**config.mk**
```make
export PLATFORM = sky130hd
export DESIGN_NAME = bram_stream_reader
export DESIGN_NICKNAME = d
export VERILOG_FILES = /design/src/rtl/bram_stream_reader.sv
export SDC_FILE = /design/constraint.sdc
export NUM_CORES = 1
export LEC_CHECK = 0
export CORE_ASPECT_RATIO = 1.75
export CORE_MARGIN = 2
export CORE_UTILIZATION = 30
export DETAILED_ROUTE_END_ITERATION = 12
export PLACE_DENSITY = 0.52
export SYNTH_ARGS = -nofsm -noshare
export SYNTH_HDL_FRONTEND = slang
export SYNTH_SLANG_ARGS = --single-unit
```
**constraint.sdc**
```tcl
create_clock -name clk -period 2.9 [get_ports clk]
set_input_delay 0.29 -clock clk [delete_from_list [all_inputs] [get_ports clk]]
set_output_delay 0.29 -clock clk [all_outputs]
set_load 0.03 [all_outputs]
```
**src/rtl/bram_stream_reader.sv**
```systemverilog
// Drains a programmed window from the 9-bit port of a block RAM into a valid/ready byte stream.
// A 2-entry buffer absorbs the 1-cycle read latency, so backpressure never drops a byte.
module bram_stream_reader #(
    parameter int ADDR_W     = 11,
    parameter int LEN_W      = 12,
    parameter int PARITY_ODD = 0
) (
    input  logic              clk,
    input  logic              reset,
    input  logic              start,
    input  logic [ADDR_W-1:0] base_addr,
    input  logic [LEN_W-1:0]  length,
    output logic              busy,
    output logic              done,
    output logic              ram_en,
    output logic [ADDR_W-1:0] ram_addr,
    input  logic [7:0]        ram_do,
    input  logic              ram_dop,
    output logic [7:0]        dout,
    output logic              dout_perr,
    output logic              dout_last,
    output logic              dout_valid,
    input  logic              dout_ready,
    output logic [7:0]        perr_count
);

    typedef enum logic [1:0] {S_IDLE, S_RUN, S_DRAIN, S_DONE} state_t;

    state_t            r_state;
    logic [ADDR_W-1:0] r_base;
    logic [LEN_W-1:0]  r_len;
    logic [LEN_W-1:0]  r_issued;
    logic [ADDR_W-1:0] r_last_addr;
    logic              r_inflight;
    logic              r_inflight_last;
    logic [7:0]        r_data  [2];
    logic              r_perr  [2];
    logic              r_lastf [2];
    logic              r_wr;
    logic              r_rd;
    logic [1:0]        r_occ;
    logic [7:0]        r_perr_cnt;

    logic              w_pop;
    logic [2:0]        w_level;
    logic              w_issue;
    logic              w_is_final;
    logic [ADDR_W-1:0] w_next_addr;
    logic              w_podd;
    logic              w_push_perr;

    assign w_pop       = (r_occ != 2'd0) && dout_ready;
    assign w_level     = {1'b0, r_occ} + {2'b0, r_inflight};
    // The pop in this same cycle frees a slot, which is what allows 1 byte/cycle.
    assign w_issue     = (r_state == S_RUN) && (w_level < (3'd2 + {2'b0, w_pop}));
    assign w_is_final  = (r_issued == (r_len - LEN_W'(1)));
    assign w_next_addr = r_base + r_issued[ADDR_W-1:0];
    assign w_podd      = (PARITY_ODD != 0);
    assign w_push_perr = (^ram_do) ^ ram_dop ^ w_podd;

    assign ram_en     = w_issue;
    assign ram_addr   = w_issue ? w_next_addr : r_last_addr;
    assign busy       = (r_state != S_IDLE);
    assign done       = (r_state == S_DONE);
    assign dout_valid = (r_occ != 2'd0);
    assign dout       = r_data[r_rd];
    assign dout_perr  = r_perr[r_rd];
    assign dout_last  = r_lastf[r_rd];
    assign perr_count = r_perr_cnt;

    always_ff @(posedge clk) begin
        if (reset) begin
            r_state         <= S_IDLE;
            r_base          <= '0;
            r_len           <= '0;
            r_issued        <= '0;
            r_last_addr     <= '0;
            r_inflight      <= 1'b0;
            r_inflight_last <= 1'b0;
            r_wr            <= 1'b0;
            r_rd            <= 1'b0;
            r_occ           <= 2'd0;
            r_perr_cnt      <= 8'd0;
            for (int i = 0; i < 2; i++) begin
                r_data[i]  <= 8'd0;
                r_perr[i]  <= 1'b0;
                r_lastf[i] <= 1'b0;
            end
        end else begin
            r_inflight      <= w_issue;
            r_inflight_last <= w_issue && w_is_final;
            if (w_issue) begin
                r_last_addr <= w_next_addr;
                r_issued    <= r_issued + LEN_W'(1);
            end

            if (r_inflight) begin
                r_data[r_wr]  <= ram_do;
                r_perr[r_wr]  <= w_push_perr;
                r_lastf[r_wr] <= r_inflight_last;
                r_wr          <= ~r_wr;
                if (w_push_perr && (r_perr_cnt != 8'hFF))
                    r_perr_cnt <= r_perr_cnt + 8'd1;
            end
            if (w_pop)
                r_rd <= ~r_rd;
            r_occ <= r_occ + {1'b0, r_inflight} - {1'b0, w_pop};

            case (r_state)
                S_IDLE: begin
                    if (start) begin
                        r_perr_cnt <= 8'd0;
                        if (length == '0) begin
                            r_state <= S_DONE;
                        end else begin
                            r_base   <= base_addr;
                            r_len    <= length;
                            r_issued <= '0;
                            r_state  <= S_RUN;
                        end
                    end
                end
                S_RUN: begin
                    if (w_issue && w_is_final)
                        r_state <= S_DRAIN;
                end
                S_DRAIN: begin
                    if (w_pop && dout_last)
                        r_state <= S_DONE;
                end
                default: r_state <= S_IDLE;
            endcase
        end
    end

endmodule

```
==> flow_metrics.py <==
metrics = {
    "setup_path": {
        "arrival_ns": 2.47,
        "critPathKind": "register to output pin",
        "r2r_slack_ns": 0.34,
        "critPathMaxStageDelay_ns": 0.40,
        "cp.required_ns": 2.61,
        "crit_path_top_delay_cell": "fa_1",
        "end_kind": "output pin",
        "r2r_cells": 7,
        "path_max_fanout": 5,
        "crit_path_cell_trace": "ha_1 > inv_1 > fa_1 > nor2b_1 > o21ai_1 > a21oi_2 > o21a_1 > o21ai_0 > mux2i_1 > nand2_1 > buf_4",
        "critPathBufInv": 2,
        "reg2reg_from": "r_len[2]",
        "startpoint_type": "register",
        "crit_family": "adder cells",
        "reg2reg_to": "r_state[1]",
    },
    "hold_path": {
        "hold_path_startpoint": "reset",
        "whs_path_depth": 2,
        "whs_endpoint": "r_last_addr[4]",
        "hp-class": "input port to register",
    },
    "drt": {
        "wl_per_cell_um": 14.3,
        "drt_wl_total_um": 10800,
        "drc": 0,
        "drt_first_pass_iters": 4,
        "via_per_inst": 4.92,
        "num_vias": 3708,
        "ant_nets": 0,
        "drtIter0Drc": 112,
    },
    "power_and_ir_drop": {
        "vdd_drop_max_mv": 0.360,
        "p_leak_nw": 2.28,
        "p_per_area_nw_per_um2": 760,
    },
    "yosys": {
        "ys_seq_area_frac": 0.423,
        "synth_cells": 497,
        "synth-adder-area-share": 0.0643,
        "netlist_area_um2": 4400,
        "synth.area.mux_share": 0.0324,
        "synth-xor-area-share": 0.0928,
        "synth_cell_types": 52,
        "synth_top_family_by_area": "simple AND/OR/NAND/NOR gates",
        "syn_area_per_cell_um2": 8.85,
        "ys.flop_type": "dfxtp_1",
        "async_reset_ff_frac": 0,
        "syn-num-nets": 555,
        "synthSimpleGateAreaFrac": 0.231,
        "synth_compound_area_frac": 0.120,
        "synth_warnings": 0,
        "ys_seq_elements": 83,
        "synth_edf_count": 20,
    },
    "timing": {
        "finClkSkew_ns": 0.00840,
        "slew_viol_final": 0,
        "fmax_ghz": 0.363,
        "hold_viol_final": 0,
        "rsz0062_at_grt": "true",
        "final.period_utilization": 0.951,
        "tightest_slew_ns": 0.846,
        "fin_setup_tns_ns": 0,
        "maxSlewHeadroom": 0.436,
        "min_period_ns": 2.76,
        "setup_viol_count_final": 0,
    },
    "flow_run": {
        "cap_violations": 0,
    },
    "layout": {
        "fin_nets": 627,
        "layout_common_cells": "nand2_1 (73), dfxtp_1 (61), clkdlybuf4s50_1 (55)",
        "diodes": 0,
        "syn_to_final_growth_pct": 29.4,
        "layout_commonest_cell": "nand2_1",
        "drive_above_1_share": 0.113,
        "instances_no_fill": 754,
        "fill_cells": 1475,
    },
    "placement": {
        "dp_cells": 738,
        "place.gp.congestion": 0.887,
        "port_buffers": 68,
        "dp_hpwl_um": 8430,
    },
    "clock_network": {
        "post-cts-setup-buffer-count": 0,
        "clock_latency_ns": 0.34,
        "root_buffer": "clkbuf_16",
        "clock_path_buffers": 2,
        "cts_tree": "done",
        "htreeDepth": 3,
        "numCtsBuffers": 9,
        "clkTransAtPathRegs_ns": 0.06,
        "cts_sinks": 83,
        "cts_hold_buf": 0,
    },
    "global_route": {
        "grt.overflow.total": 0,
        "antenna_found_initial": 0,
        "grt_max_degree": 30,
        "grt_pass1_wl_um": 17200,
        "grt_pass1_vias": 3664,
        "grt.total_usage": 0.141,
    },
    "die": {
        "die_h_um": 164,
        "core_um2": 14400,
        "rows": 58,
        "start_util": 0.306,
        "dieArea_um2": 15700,
        "ios": 69,
        "fp.dieW_um": 95.5,
    },
    "run_status": {
        "status": "finished clean",
    },
}
[how the worst max path moves through the flow]
stage | startpoint | to | slack, ns | depth (start not counted)
detailed placement | r_issued[0] | ram_addr[10] | 0.22 | 10
CTS | r_issued[0] | ram_addr[8] | 0.02 | 11
finish | r_issued[0] | ram_addr[8] | 0.14 | 11
global route | r_issued[0] | ram_addr[8] | -0.04 | 11
global placement | r_issued[0] | ram_addr[10] | 0.32 | 10
floorplan | r_issued[0] | ram_addr[10] | 0.19 | 9
[through the flow]
step | instance area [um2] | utilization | setup WS [ns] | hold WS [ns] | total power [W]
2_1_floorplan | 4400 | - | 0.187 | 0.426 | 0.00261
3_3_place_gp | 5380 | 0.374 | 0.317 | 0.458 | 0.00320
3_5_place_dp | 5380 | 0.374 | 0.217 | 0.465 | 0.00323
4_1_cts | 5680 | 0.395 | 0.0223 | 0.386 | 0.00439
5_1_grt | 5690 | 0.396 | -0.0367 | 0.419 | 0.00458
6_report | 5690 | 0.396 | 0.143 | 0.391 | 0.00432
[registers in the layout, summed over array words and instances (netlist names), named ones only]
signal,cells
r_inflight_last,1
r_occ,2
r_inflight,1
r_state,2
perr_count,8
r_len,12
r_last_addr,11
r_data,16
r_issued,12
r_perr,2
r_rd,1
r_wr,1
r_base,11
r_lastf,2
[report_power, final]
part	switching, W	internal (W)
Clock	0.000464	0.000668
Sequential	0.000131	0.00135
Combinational	0.000974	0.000733
Total	0.00157	0.00275
[synthesized netlist by cell type (2+ instances only)]
master / count / area (um2)
and3_1: 6 / 37.5
dfxtp_1: 63 / 1260
and2_1: 20 / 125
nand2b_1: 3 / 18.8
or3_1: 7 / 43.8
o31ai_1: 5 / 37.5
nor4_1: 9 / 56.3
o21ai_0: 18 / 90.1
nand3_1: 11 / 55.1
edfxtp_1: 20 / 601
buf_1: 2 / 7.51
clkbuf_1: 18 / 67.6
a221o_1: 2 / 20.0
nor3_1: 7 / 35.0
nand4_1: 7 / 43.8
or4_1: 3 / 22.5
mux2_2: 10 / 113
nor2b_1: 12 / 75.1
nor3b_1: 4 / 30.0
ha_1: 21 / 263
nor2_1: 38 / 143
nand2_1: 73 / 274
xnor2_1: 22 / 193
inv_1: 17 / 63.8
a21o_1: 5 / 37.5
a21oi_1: 38 / 190
o22ai_1: 2 / 12.5
xor2_1: 22 / 193
a211oi_1: 3 / 22.5
o21a_1: 2 / 15.0
or2_2: 4 / 25.0
mux2i_1: 3 / 30.0
[area by class of cell]
type                            count  area (um2)  area share
Tap cell                          180         225      0.0396
Clock inverter                      6        66.3      0.0117
Timing Repair Buffer               84         853       0.150
Clock buffer                       10         229      0.0403
Inverter                           17        63.8      0.0112
Sequential cell                    83        1870       0.328
Multi-Input combinational cell    374        2380       0.419
[routing by layer]
layer | vias up | track usage | routed length, um | part of all wire
li1 | 1870 | - | - | -
met1 | 1756 | 0.139 | 4100 | 0.38
met2 | 64 | 0.274 | 6030 | 0.56
met3 | 18 | 0.0275 | 372 | 0.035
met4 | 0 | 0.0656 | 276 | 0.026
met5 | - | 0 | 0 | 0
[logic make-up (layout without fill, tap and decap cells)]
| family | after synthesis | in the layout |
|---|---|---|
| buf+inv | 40 | 117 |
| mux | 13 | 13 |
| xor+xnor | 45 | 45 |
| simple gates | 207 | 207 |
| flops | 83 | 83 |
| compound gates | 87 | 87 |
| fa+ha+maj | 22 | 22 |
[timing repair]
item | CTS | global route
endpoints found under the setup margin | 2 | 2
resized for setup | 2 | 4
pin swaps | 1 | 1
Note: power is estimated with default switching activity, not from simulation.
